$ cat src/rtl/seq_mult_42x17_pkg.sv
`default_nettype none
// ============================================================================
//  Module      : seq_mult_42x17_pkg
//  Description : Shared widths and FSM encoding for the 42x17 sequential
//                shift-and-add multiplier.
//  Revision    : 1.0 - initial release
// ============================================================================
package seq_mult_42x17_pkg;

   localparam int MCAND_W  = 42;
   localparam int MPLIER_W = 17;
   localparam int PROD_W   = MCAND_W + MPLIER_W;
   // Iteration counter must hold MPLIER_W-1 = 16
   localparam int CNT_W    = 5;

   typedef enum logic [1:0] {
      IDLE = 2'b00,
      RUN  = 2'b01,
      DONE = 2'b10
   } state_t;

endpackage
`default_nettype wire

$ cat src/rtl/seq_mult_step.sv
`default_nettype none
// ============================================================================
//  Module      : seq_mult_step
//  Description : One radix-2 shift-and-add iteration. Conditionally adds the
//                multiplicand into the upper accumulator half (carry kept) and
//                shifts the whole accumulator right by one bit.
//  Revision    : 1.0 - initial release
// ============================================================================
module seq_mult_step #(
   parameter int MCAND_W  = seq_mult_42x17_pkg::MCAND_W,
   parameter int MPLIER_W = seq_mult_42x17_pkg::MPLIER_W
) (
   input  logic [MCAND_W+MPLIER_W-1:0] i_acc,
   input  logic [MCAND_W-1:0]          i_mcand,
   output logic [MCAND_W+MPLIER_W-1:0] o_acc_next
);

   localparam int PROD_W = MCAND_W + MPLIER_W;

   logic [MCAND_W-1:0] w_addend;
   logic [MCAND_W:0]   w_sum;

   // Add when the current multiplier LSB is set; the 43rd bit catches the carry
   // and is shifted into the top of the accumulator so it is never lost.
   always_comb begin
      w_addend   = i_acc[0] ? i_mcand : '0;
      w_sum      = {1'b0, i_acc[PROD_W-1:MPLIER_W]} + {1'b0, w_addend};
      o_acc_next = {w_sum, i_acc[MPLIER_W-1:1]};
   end

endmodule
`default_nettype wire

$ cat src/rtl/seq_mult_42x17.sv
`default_nettype none
// ============================================================================
//  Module      : seq_mult_42x17
//  Description : Sequential unsigned multiplier, 42-bit x 17-bit -> 59-bit,
//                one multiplier bit per clock, valid/ready on both sides.
//                Drives the A operand of the downstream accumulate adder.
//  Revision    : 1.0 - initial release
// ============================================================================
module seq_mult_42x17 #(
   parameter int MCAND_W  = seq_mult_42x17_pkg::MCAND_W,
   parameter int MPLIER_W = seq_mult_42x17_pkg::MPLIER_W
) (
   input  logic                         clk,
   input  logic                         rst_n,
   input  logic                         in_valid,
   output logic                         in_ready,
   input  logic [MCAND_W-1:0]           mcand,
   input  logic [MPLIER_W-1:0]          mplier,
   output logic                         out_valid,
   input  logic                         out_ready,
   output logic [MCAND_W+MPLIER_W-1:0]  product,
   output logic                         busy
);

   import seq_mult_42x17_pkg::*;

   // Derived from the operand widths; intentionally not a parameter
   localparam int PROD_W = MCAND_W + MPLIER_W;

   state_t              r_state;
   state_t              w_state_next;
   logic [PROD_W-1:0]   r_acc;
   logic [MCAND_W-1:0]  r_mcand;
   logic [CNT_W-1:0]    r_cnt;
   logic [PROD_W-1:0]   w_acc_step;
   logic                w_accept;
   logic                w_last;

   assign w_accept = in_valid && (r_state == IDLE);
   assign w_last   = (r_cnt == CNT_W'(MPLIER_W - 1));

   seq_mult_step #(
      .MCAND_W  (MCAND_W),
      .MPLIER_W (MPLIER_W)
   ) u_step (
      .i_acc      (r_acc),
      .i_mcand    (r_mcand),
      .o_acc_next (w_acc_step)
   );

   // State register; reset aborts any computation in flight
   always_ff @(posedge clk or negedge rst_n) begin
      if (!rst_n) begin
         r_state <= IDLE;
      end else begin
         r_state <= w_state_next;
      end
   end

   // Next-state decode: accept in IDLE, 17 iterations in RUN, hold in DONE
   always_comb begin
      w_state_next = r_state;
      case (r_state)
         IDLE:    if (in_valid)  w_state_next = RUN;
         RUN:     if (w_last)    w_state_next = DONE;
         DONE:    if (out_ready) w_state_next = IDLE;
         default: w_state_next = IDLE;
      endcase
   end

   // Operand latch, accumulator iteration and iteration counter
   always_ff @(posedge clk or negedge rst_n) begin
      if (!rst_n) begin
         r_acc   <= '0;
         r_mcand <= '0;
         r_cnt   <= '0;
      end else begin
         case (r_state)
            IDLE: begin
               if (w_accept) begin
                  r_mcand <= mcand;
                  r_acc   <= {{MCAND_W{1'b0}}, mplier};
                  r_cnt   <= '0;
               end
            end
            RUN: begin
               r_acc <= w_acc_step;
               r_cnt <= r_cnt + CNT_W'(1);
            end
            default: begin
               r_acc <= r_acc;
            end
         endcase
      end
   end

   // Handshake outputs come from the state register only; the product is
   // gated so partial sums never appear outside DONE.
   always_comb begin
      in_ready  = (r_state == IDLE);
      out_valid = (r_state == DONE);
      busy      = (r_state == RUN) || (r_state == DONE);
      product   = (r_state == DONE) ? r_acc : '0;
   end

endmodule
`default_nettype wire

$ cat config.mk
export PLATFORM = sky130hd
export DESIGN_NAME = seq_mult_42x17
export DESIGN_NICKNAME = d
export VERILOG_FILES = /design/src/rtl/seq_mult_42x17_pkg.sv /design/src/rtl/seq_mult_step.sv /design/src/rtl/seq_mult_42x17.sv
export SDC_FILE = /design/constraint.sdc
export NUM_CORES = 1
export LEC_CHECK = 0
export BUFFER_PORTS_ARGS = -buffer_cell sky130_fd_sc_hd__buf_2
export CAP_MARGIN = 20
export CORE_UTILIZATION = 50
export DETAILED_ROUTE_END_ITERATION = 6
export PLACE_DENSITY = 0.8
export SLEW_MARGIN = 20
export SYNTH_ARGS = -nofsm -noshare
export SYNTH_HDL_FRONTEND = slang
export SYNTH_HIERARCHICAL = 1
export SYNTH_SLANG_ARGS = --single-unit
$ cat constraint.sdc
create_clock -name clk -period 2.69 [get_ports clk]
set_input_delay 0.1345 -clock clk [delete_from_list [all_inputs] [get_ports clk]]
set_output_delay 0.1345 -clock clk [all_outputs]
set_load 0.01 [all_outputs]
# Yosys cells after proc, flatten, opt, wreduce, memory -nomap -nowiden
# Index checks and enable logic that the tools add are counted.
dict set report totals {
  latchBits 0
  regBits 108
  memories 0
  romBits 0
  ram_bits 0
  in_bits 63
  word_cells 30
  out_inout_bits 62
}
dict set report classes {
  n_reduce_logical 7
  n_bitwise 0
  shifts 0
  n_eq_ne 7
  n_div 0
  add_sub_neg 2
  multipliers 0
  mux 10
  n_lt_le_gt_ge 0
}
# operator count
set ops {}
lappend ops {{59-bit two-way mux} 2}
lappend ops {{59-bit case mux with 2 select lines} 1}
lappend ops {{42-bit by 42-bit adder with 43-bit output} 1}
lappend ops {{42-bit two-way mux} 1}
lappend ops {{5-bit case mux with 2 select lines} 1}
lappend ops {{2-bit two-way mux} 3}
lappend ops {{2-bit case mux with 3 select lines} 1}
lappend ops {{5-bit by 1-bit adder with 5-bit output, second input constant} 1}
lappend ops {{5-bit == test, second input constant} 1}
lappend ops {{5-bit two-way mux} 1}
lappend ops {{2-bit by 1-bit inequality test with 1-bit output, second input constant} 2}
lappend ops {{2-bit inequality test, second input constant} 2}
lappend ops {{2-bit AND reduction} 2}
lappend ops {{3-bit AND reduction} 1}
lappend ops {{2-bit by 1-bit == test with 1-bit output, second input constant} 1}
lappend ops {{2-bit == test, second input constant} 1}
lappend ops {{2-bit zero test} 1}
lappend ops {{2-bit nonzero test} 1}
lappend ops {{1-bit logical AND} 1}
lappend ops {{1-bit logical OR} 1}

# Longest topological paths before layout
# Gate-level depths: netlist of run 1.
dict set report logic_depth {
  depth_word 4
  depth_mapped 13
  mapped_depth_nobuf 13
}

# Modules after synthesis
# The synthesis of run 1 kept the hierarchy.
# module seq_area_each_um2 n_inst cells_each area_each_um2
set modules_own_cells {}
lappend modules_own_cells {seq_mult_42x17 2702.6 1 362 4600.7}
lappend modules_own_cells {seq_mult_step 0.0 1 395 2824.0}

# Worst setup path after synthesis of run 1
# No wires, ideal clock.
dict set report synth_path {
  path_type {register to register}
  startpoint {register r_acc[0]}
  endpoint {register r_acc[52]}
  synth_period_minus_slack_ns 2.843
  path_slack_ns -0.153
  n_path_buf 1
  t_arrival_ns 2.722
  setup_time_ns 0.121
  t_required_ns 2.569
  stages_incl_launch_ff 13
  path_cell_list {dfrtp_1 clkbuf_1 and2_1 ha_1 nor2b_4 o211ai_2 a31oi_4 o31ai_4 o211ai_4 o31ai_4 o21ai_1 xor2_1 a22o_1}
}
dict set report synth_via {
  elab_chain_cells 3
}
# element line_no
set synth_lines {}
lappend synth_lines {{start, declared} seq_mult_42x17.sv:32} ;# logic [PROD_W-1:0] r_acc;
lappend synth_lines {{start signal, assigned} seq_mult_42x17.sv:82} ;# r_acc <= {{MCAND_W{1'b0}}, mplier};
lappend synth_lines {{start signal, assigned} seq_mult_42x17.sv:87} ;# r_acc <= w_acc_step;
lappend synth_lines {{start signal, assigned} seq_mult_42x17.sv:91} ;# r_acc <= r_acc;
lappend synth_lines {{42-bit two-way mux} seq_mult_step.sv:26} ;# w_addend = i_acc[0] ? i_mcand : '0;
lappend synth_lines {{42-bit by 42-bit adder with 43-bit output} seq_mult_step.sv:27} ;# w_sum = {1'b0, i_acc[PROD_W-1:MPLIER_W]} + {1'b0, w_addend};
lappend synth_lines {{via w_acc_step[52]} seq_mult_42x17.sv:35} ;# logic [PROD_W-1:0] w_acc_step;
lappend synth_lines {{59-bit case mux with 2 select lines} seq_mult_42x17.sv:78} ;# case (r_state)
# The timed path passes the listed nets, and every way through them passes these cells.
# A chain may end at the register's enable or synchronous reset.

# Worst setup path after layout of run 1
dict set report layout_path {
  startpoint {register r_acc[0]}
  endpoint {register r_acc[40]}
}
# The elaborated chain is that of the path after synthesis.

==> results.md, run 1 <==
* MaxCap Viol Count at 0
* Fin Setup TNS at -2.604 ns
* DR WL met2 at 9238 microns
* Highest net fanout along the worst path at 8
* Failing checks: design-rule violations, negative setup slack
* Setup Crit Path Kind: register to register
* CP arrival at 3.11 ns
* Status: complete, but fails checks
* DR DRC count at 1
* Critical Path RT at 2.93 ns
* Synth Register Bits at 108
* Tcrit/Tclk final at 106.8%
* Most frequent cell after synthesis: dfrtp_1
* Clk_skew at 0.01031 ns
* CP max-delay cell: dfrtp_2
* WL/cell at 16.42 microns
* Initial antenna violation count at 0
* Hold Violations, Final at 0
* EDFF count, synth at 0
* Slew margin rel. at 54.97%
* Row cnt at 44
* RR Endpoint: r_acc[40]
* GPL Wtd Cong at 0.8858
* Ant diodes at 0
* Final wirelength at 19,130 microns
* Peak supply drop at 0.5379 mV
* Pwr Density at 1079 nW/um^2
* Cells after DPL at 1,124
* Tmin final at 2.873 ns
* Max Fclk at 348.1 MHz
* RSZ-0062 raised after global routing: true
* I/O pins at 125
* CP bufs+invs at 3
* Clock H-tree levels at 3
* R2R Setup Slk at -0.18 ns
* Pre-Repair DR Iteration Count at 6
* Clk buf depth at 2
* WL met1 at 8744 microns
* R2r startpoint: r_acc[0]
* HPWL reported at the end of detailed placement at 13,050 microns
* Iter 0 DRT Violations at 437
* CP most frequent cell: buf_4
* CTS buffer count at 9
* Main synth FF type: dfrtp_1
* Yosys top cell area share at 36.40%
* Startpoint Class: register
* CP endpoint: r_acc[40]
* Max stage delay on crit path at 0.46 ns
* Grt total ovfl at 0
* Top cells by count, synth: dfrtp_1, and2_1, ha_1, nand2_1
* Asr flop ratio synth at 100.0%
* Yosys cell types at 61
* Die Span X at 123.9 microns
* Top routing layer in use: met4
* Die Area at 15,340 sq um
* Worst Hold Class: primary input to register
* Worst setup margin at -0.1830 ns
* Crit path cell chain: buf_4 -> and2_1 -> ha_4 -> and4_4 -> o21ai_2 -> a31oi_4 -> o31ai_4 -> buf_4 -> o311ai_4 -> nand2_2 -> buf_4 -> xnor2_1 -> a22o_1
* Critical path depth in cells at 13
* Area growth from synthesis to layout at 33.65%
* Clk_lat worst skew at 0.36 ns
* First-pass GRT wire length at 29,940 microns
* Worst-margin pin slew at 0.6613 ns
* Starting density of the core at 51.08%
* Vias in the first global route at 6,208
* Area leader, netlist: dfrtp_1
* Share of cells above drive strength 1 at 39.65%
* Port bufs at 124
* Die Y at 123.9 microns
* Area contributors post-synth: dfrtp_1, and2_1, ha_1
* CTS tree: built
* Static Leak at 4.948 nW
* Post-synthesis sequential area ratio at 36.40%
* Total clock sinks at 108
* Largest net degree at the start of global routing at 61
* Clock transition at path regs at 0.07 ns
* Type of destination of the critical path: register
* # setup viols final at 21
* Met3 routed WL at 783 microns
* Total track usage at 25.13%
* Vias per Instance at 5.534
* Crit path max-delay family: compound AO/OA/AOI/OAI gates
* Slew Viols, Final at 0
* Synth warnings at 6
* Crit path launch: r_acc[0]
* DR vias at 6,447
* Number of routed nets with antenna violations at 0
* Core Footprint at 14,530 sq um
* Reg2Reg Depth at 13
* Syn nets at 868
* Finished Layout Cells at 1,165
* Final nets at 1,087
* Synth Instances at 757
* Post-Syn Area at 7425 sq um
* Clock root buffer: clkbuf_16
* Synthesized area per cell at 9.808 sq um
worst min-delay path by stage:
stage / startpoint / endpoint / slack (ns) / cells after the start
CTS: mcand[36] / r_mcand[36] / 0.0003 / 2
global placement: rst_n / r_acc[53] / 0.20 / 1
floorplan: rst_n / r_acc[0] / -0.16 / 0
finish: mcand[30] / r_mcand[30] / 0.01 / 2
global route: mcand[30] / r_mcand[30] / 0.003 / 2
detailed placement: rst_n / r_acc[53] / 0.20 / 1
stage by stage:
step	worst slack, ns	area [sq um]	total power [mW]	util [%]	hold slack [ns]
2_1_floorplan	-0.1292	7513	6.727	-	-0.1611
3_3_place_gp	-0.2072	9004	8.445	61.95	0.2027
3_5_place_dp	-0.2710	9004	8.630	61.95	0.2019
4_1_cts	-0.2648	9672	10.36	66.55	0.0002944
5_1_grt	-0.3008	9923	11.45	68.28	0.003445
6_report	-0.1830	9923	10.70	68.28	0.009615
power by group:
group / switching, mW / internal (mW) / leakage (nW)
Sequential: 0.537 / 2.35 / 1.34
Combinational: 3.07 / 3.28 / 3.45
Clock: 0.621 / 0.846 / 0.156
timing repair:
| action | 4_1_cts | 5_1_grt |
|---|---|---|
| setup endpoints to repair | 26 | 29 |
| pin swaps | 20 | 18 |
| setup buffers | 6 | 1 |
| hold endpoints to repair | 63 | 1 |
| hold buffers | 16 | 1 |
| gates cloned | 0 | 0 |
| gates resized for setup | 38 | 35 |
kinds of logic (layout without fill, tap and decap cells):
family / Yosys count / after routing / share of synthesized area [%]
compound gates: 206 / 206 / 20.19
xor+xnor: 39 / 39 / 4.601
fa+ha+maj: 48 / 48 / 8.190
buf+inv: 79 / 303 / 5.342
flops: 108 / 108 / 36.40
mux: 62 / 62 / 9.100
simple gates: 215 / 215 / 16.18
cell type report:
class	count	area, sq um
clock buffer	11	242.7
clock inverter	5	85.08
fill	1131	4611
inverter	20	75.07
multi-input combinational	570	4753
sequential	108	2704
tap	184	230.2
timing repair buffer	267	1833
state kept, by name, indices dropped and copies added (netlist names):
register	flops
r_acc	59
r_mcand	42
r_cnt	5
r_state	2
layout by cell type, fill, tap and decap left out, drive strengths merged, types with 8 or more instances in the layout:
cell type / count
buf: 250
dfrtp: 108
and2: 104
nand2: 47
ha: 47
o21ai: 46
a21oi: 45
mux2: 44
a22o: 43
xnor2: 24
a21o: 21
inv: 20
mux2i: 18
dlygate4sd3: 17
xor2: 15
nor2: 14
clkbuf: 11
nand3: 9
a31oi: 9
and3: 8
nand4: 8
routing by layer:
metal	vias to the layer above	global-route usage (%)
met5	-	0
met4	0	8.584
met3	26	4.167
met2	176	41.18
met1	3129	33.54
li1	3116	-
Power figures use the tool's default switching activity.
==> run 2: changes to the inputs <==
- PLACE_DENSITY: 0.8 -> 0.77
- clock period: 2.69 -> 3.1 ns (I/O delays scaled with it)
==> run 2 against run 1 <==
  * Via count is 7.7% lower
  * Hold slack better by 0.014 ns
  * Clock skew is 0.0013 ns lower
  * Die area stayed put
  * Largest cell class unchanged
  * Sequential power is 15% lower
  * The run now ends clean
  * Total power is 25% lower
  * Non-clock buffer count is 111 lower
  * Global-route usage is 1.6 points lower
  * Design area is 13% lower
==> results.md, run 2 (same netlist as run 1, synthesis figures left out) <==
* Core Footprint at 14,530 sq um
* Clock transition at path regs at 0.07 ns
* DR vias at 5,950
* Iter 0 DRT Violations at 410
* Design Area, Final at 8645 sq um
* # setup viols final at 0
* Tcrit/Tclk final at 96.11%
* RSZ-0062 raised after global routing: false
* Critical path depth in cells at 12
* Most frequent cells in the layout: buf_2, dfrtp_1, and2_1
* Die Area at 15,340 sq um
* Worst Hold Class: primary input to register
* First-pass GRT wire length at 27,990 microns
* Comb power frac at 54.1%
* Commonest non-fill, non-tap cell in the layout: buf_2
* Area growth from synthesis to layout at 16.43%
* Clock H-tree levels at 3
* Final wirelength at 17,120 microns
* Starting density of the core at 51.08%
* Clk network pwr share at 15.3%
* Highest net fanout along the worst path at 23
* Vias per Instance at 5.645
* Grt total ovfl at 0
* MaxCap Viol Count at 0
* Int Pwr at 4.811 mW
* Psw at 3.227 mW
* Die Span X at 123.9 microns
* Worst hold slack at 0.02370 ns
* Pre-Repair DR Iteration Count at 5
* Hold Violations, Final at 0
* Clock root buffer: clkbuf_16
* CP arrival at 3.22 ns
* Crit path cell chain: buf_12 -> and2_1 -> ha_1 -> a21o_1 -> a21o_1 -> a221o_1 -> nand2_1 -> o211ai_4 -> o31ai_4 -> o311ai_2 -> xor2_1 -> a22o_1
* CP max-delay cell: dfrtp_2
* Reg2Reg Depth at 12
* I/O pins at 125
* Final nets at 976
* Row cnt at 44
* WL/cell at 16.24 microns
* Net Sw Frac at 40.14%
* Total clock sinks at 108
* Initial antenna violation count at 0
* Critical Path RT at 3.34 ns
* Number of routed nets with antenna violations at 0
* Ant diodes at 0
* Cell Area, Placed at 8232 sq um
* Most flop-heavy register: r_acc
* CTS buffer count at 9
* Top flop regs: r_acc: 59 flops, r_mcand: 42 flops, r_cnt: 5 flops
* Worst hold path depth at 2
* Worst-margin pin slew at 0.5432 ns
* Max reg flops at 59
* Clk_skew at 0.009055 ns
* Peak supply drop at 0.3757 mV
* Clk_lat worst skew at 0.36 ns
* Vias in the first global route at 5,598
* Port bufs at 124
* CTS tree: built
* Startpoint Class: register
* Die Y at 123.9 microns
* Status: finished, final reports clean
* Max stage delay on crit path at 0.44 ns
* Slew margin rel. at 63.66%
* Pwr Density at 929.8 nW/um^2
* Slew Viols, Final at 0
* DR DRC count at 0
* Static Leak at 4.341 nW
* Largest net degree at the start of global routing at 71
* Setup Crit Path Kind: register to register
* CP bufs+invs at 1
* HPWL reported at the end of detailed placement at 11,960 microns
* GPL Wtd Cong at 0.9161
* Tmin final at 2.980 ns
* Type of destination of the critical path: register
* CP most frequent cell: a21o_1
* Total track usage at 23.49%
* Crit path max-delay family: compound AO/OA/AOI/OAI gates
* Register share of total power at 30.6%
* Clk buf depth at 2
* Max Fclk at 335.6 MHz
* Share of cells above drive strength 1 at 28.28%
[run 2: changes by cell type in the layout (fill, tap and decap cells not counted), moves of 7 or more]
cell,delta
ha_4,-14
a21oi_2,-9
ha_1,+13
a21oi_1,+9
buf_4,-91
dlygate4sd3_1,-16
o21ai_0,+7
[run 2: path summary, 6_finish.rpt]
path	start	end	slack [ns]
worst max-delay path	r_acc[0]	r_acc[54]	0.12
worst min-delay path	mcand[34]	r_mcand[34]	0.02
worst max register to register	r_acc[0]	r_acc[54]	0.12
worst min register to register	r_acc[10]	r_acc[10]	0.50
max in group asynchronous	rst_n	r_acc[0]	2.02
min in group asynchronous	rst_n	r_mcand[33]	0.32
[run 2: final cells by class]
class	instances	area [sq um]
inverters	20	75.07
fillers	1281	5889
clock inverters	5	75.07
well taps	184	230.2
multi-input cells	570	4410
repair buffers	156	907.1
clock buffers	11	242.7
flip-flops and latches	108	2704
[run 2: repair_timing]
item                                    CTS  global route
pin swaps                                 1             5
buffers inserted                          1             1
resized for setup                         0            15
hold buffers                              1             0
endpoints found under the setup margin    2            10
endpoints found under the hold margin    38             0
[run 2: layer usage]
metal  routed length, microns  track usage (%)
met1                     7977            32.22
met2                     8080            37.67
met3                      770            4.441
met4                      289            6.777
met5                        0                0
[run 2: power by group through the flow]
stage	clock network, mW	logic (mW)	registers, mW
after floorplan	0	3.41	2.32
after global placement	0	4.14	2.46
final	1.23	4.35	2.46
after global routing	1.32	4.82	2.54
after detailed placement	0	4.23	2.48
after CTS	1.28	4.27	2.45
[run 2: metrics by stage]
| step | setup TNS [ns] | cells | setup slack [ns] | total power, mW | util, % |
|---|---|---|---|---|---|
| floorplan | 0 | 757 | 0.2568 | 5.729 | - |
| global placement | 0 | 1035 | 0.08529 | 6.604 | 56.64 |
| detailed placement | -0.002898 | 1035 | -0.002898 | 6.703 | 56.64 |
| CTS | 0 | 1053 | 0.02377 | 7.996 | 58.94 |
| global route | 0 | 1054 | 0.002460 | 8.678 | 59.48 |
| finish | 0 | 1054 | 0.1205 | 8.038 | 59.48 |
==> run 3: changes to the inputs <==
- ABC_AREA: not set -> 1
- PLACE_DENSITY: 0.77 -> 0.76
==> run 3 against run 2 <==
  * Utilization is 0.69 points lower
  * Sequential share of layout area shrank 4.7 points
  * Clock power down 7%
  * Critical endpoint is now r_mcand[10]
  * Highest routed layer unchanged
==> results.md, run 3 <==
* Row cnt at 48
* Clk_lat worst skew at 0.36 ns
* Worst hold slack at 0.006701 ns
* Adder-Cell Fraction of Synth Area at 6.859%
* Clock H-tree levels at 3
* Max Fclk at 393.5 MHz
* Final nets at 1,671
* Peak supply drop at 0.4936 mV
* Pre-Repair DR Iteration Count at 5
* Ant diodes at 0
* Post-Syn Area at 8866 sq um
* Final Power at 8.694 mW
* Status: finished, final reports clean
* I/O pins at 125
* Pwr Density at 855.0 nW/um^2
* Asr flop ratio synth at 100.0%
* Die Area at 18,270 sq um
* Worst setup margin at 0.5586 ns
* Initial antenna violation count at 0
* Synth warnings at 6
* Setup Crit Path Kind: register to register
* Final wirelength at 23,160 microns
* Share of cells above drive strength 1 at 13.61%
* Startpoint Class: register
* Clk buf depth at 2
* Area contributors post-synth: dfrtp_1, nand2_1, inv_1
* CTS tree: built
* Most frequent cell after synthesis: nand2_1
* Cell Area, Placed at 9535 sq um
* MaxCap Viol Count at 0
* Slew Viols, Final at 0
* Tmin final at 2.541 ns
* Yosys top cell area share at 30.48%
* Post-synthesis sequential area ratio at 30.48%
* Grt total ovfl at 0
* EDFF count, synth at 0
* Syn nets at 1,548
* Fillcell total at 1,712
* Total track usage at 26.41%
* Mux cell area share after synthesis at 0%
* Synth Register Bits at 108
* Largest family of logic cells by synthesized area: simple AND/OR/NAND/NOR gates
* DR DRC count at 0
* Post-synthesis compound-gate area fraction at 4.558%
* Max reg flops at 59
* Cells after DPL at 1,740
* GPL Wtd Cong at 0.9219
* Port bufs at 124
* Vias in the first global route at 7,826
* Die Y at 135.2 microns
* Vias per Instance at 4.853
* WL/cell at 12.94 microns
* Place WS at 0.5472 ns
* Largest net degree at the start of global routing at 64
* Area leader, netlist: dfrtp_1
* Clock root buffer: clkbuf_16
* Most flop-heavy register: r_acc
* RR Endpoint: r_mcand[10]
* Crit path launch: r_state[0]
* Top flop regs: r_acc: 59 flops, r_mcand: 42 flops, r_cnt: 5 flops
* Hold Violations, Final at 0
* Layout Utilization at 58.79%
* Worst-margin pin slew at 0.8432 ns
* Top cells by count, synth: nand2_1, inv_1, dfrtp_1, nand3_1, nor2_1
* Most frequent cells in the layout: nand2_1, inv_1, buf_2
* Number of routed nets with antenna violations at 0
* Synthesized area per cell at 6.170 sq um
* Synth Instances at 1,437
* Design Area, Final at 10,170 sq um
* Clk_skew at 0.01070 ns
* Area share of and/or/nand/nor cells after synthesis at 40.71%
* Worst Hold Class: primary input to register
* R2r startpoint: r_state[0]
* Reg2Reg Depth at 7
* Total clock sinks at 108
* Fin Setup TNS at 0 ns
* Die Span X at 135.2 microns
* Slew margin rel. at 43.79%
* Tcrit/Tclk final at 81.98%
* HPWL reported at the end of detailed placement at 17,530 microns
* Starting density of the core at 51.26%
* Clock transition at path regs at 0.08 ns
* RSZ-0062 raised after global routing: false
* Iter 0 DRT Violations at 541
* CTS resizes at 0
* Type of destination of the critical path: register
* CP arrival at 2.79 ns
* Highest net fanout along the worst path at 23
* Post-Synth XOR/XNOR Area at 2.371%
* CTS buffer count at 9
* R2R Setup Slk at 0.56 ns
* Core Footprint at 17,300 sq um
* Static Leak at 6.652 nW
* Commonest non-fill, non-tap cell in the layout: nand2_1
* # setup viols final at 0
* DR vias at 8,686
* Finished Layout Cells at 1,790
* First-pass GRT wire length at 38,140 microns
* Area growth from synthesis to layout at 14.69%
* Yosys cell types at 36
* CP endpoint: r_mcand[10]
* Critical Path RT at 3.35 ns
* Main synth FF type: dfrtp_1
## run 3: cell types whose count changed after synthesis, sizes merged, moves of 20 or more
cell	delta
nand2	+619
and2	-102
inv	+242
o21ai	-34
a21o	-20
nand3	+93
a22o	-43
nor2	+71
mux2	-44
## run 3: cell families (layout without fill, tap and decap cells)
kind of cell | count (synthesis) | count (layout)
AOI/OAI and AO/OA | 69 | 69
xor gates and xnor gates | 24 | 24
adders and majority gates | 48 | 48
buffers and inverters | 320 | 448
DFF | 108 | 108
and+or+nand+nor | 868 | 868
## run 3: worst min path at each step
| stage | end | from | cells after the start |
|---|---|---|---|
| floorplan | r_acc[0] | rst_n | 0 |
| global placement | r_acc[12] | rst_n | 1 |
| detailed placement | r_acc[12] | rst_n | 1 |
| CTS | r_mcand[9] | mcand[9] | 3 |
| global route | r_mcand[4] | mcand[4] | 3 |
| finish | r_mcand[9] | mcand[9] | 3 |
## run 3: final cells by class
| type | count | area, sq um | share of cell area (%) |
|---|---|---|---|
| multi-input combinational | 1009 | 4837 | 47.57 |
| timing repair buffer | 168 | 1064 | 10.46 |
| tap | 225 | 281.5 | 2.769 |
| clock inverter | 6 | 53.80 | 0.5291 |
| sequential | 108 | 2703 | 26.58 |
| inverter | 264 | 991.0 | 9.745 |
| clock buffer | 10 | 239.0 | 2.350 |
## run 3: per-layer routing
layer  up-vias  global-route usage, %  share of wire [%]
met5         -                      0                  0
met4         0                  8.801                1.7
met3        21                  2.881                4.6
met2       236                  42.02                 44
met1      3915                  37.35                 50
li1       4514                      -                  -
## run 3: power by group
group / total, mW / switching, mW / internal (mW)
sequential: 2.41 / 0.420 / 1.99
clock: 1.15 / 0.567 / 0.584
combinational: 5.13 / 3.35 / 1.78
## run 3: what timing repair did
action,CTS,global route
buffers inserted,0,0
endpoints found under the setup margin,0,0
endpoints found under the hold margin,78,0
hold buffers,34,0
## run 3: critical path, cell delays in order, from the launching register on
cell	delay, ns
dfrtp_1	0.39
inv_1	0.07
ha_1	0.29
nand2_2	0.33
clkinv_1	0.74
buf_4	0.45
nand2_1	0.10
nand2_1	0.05
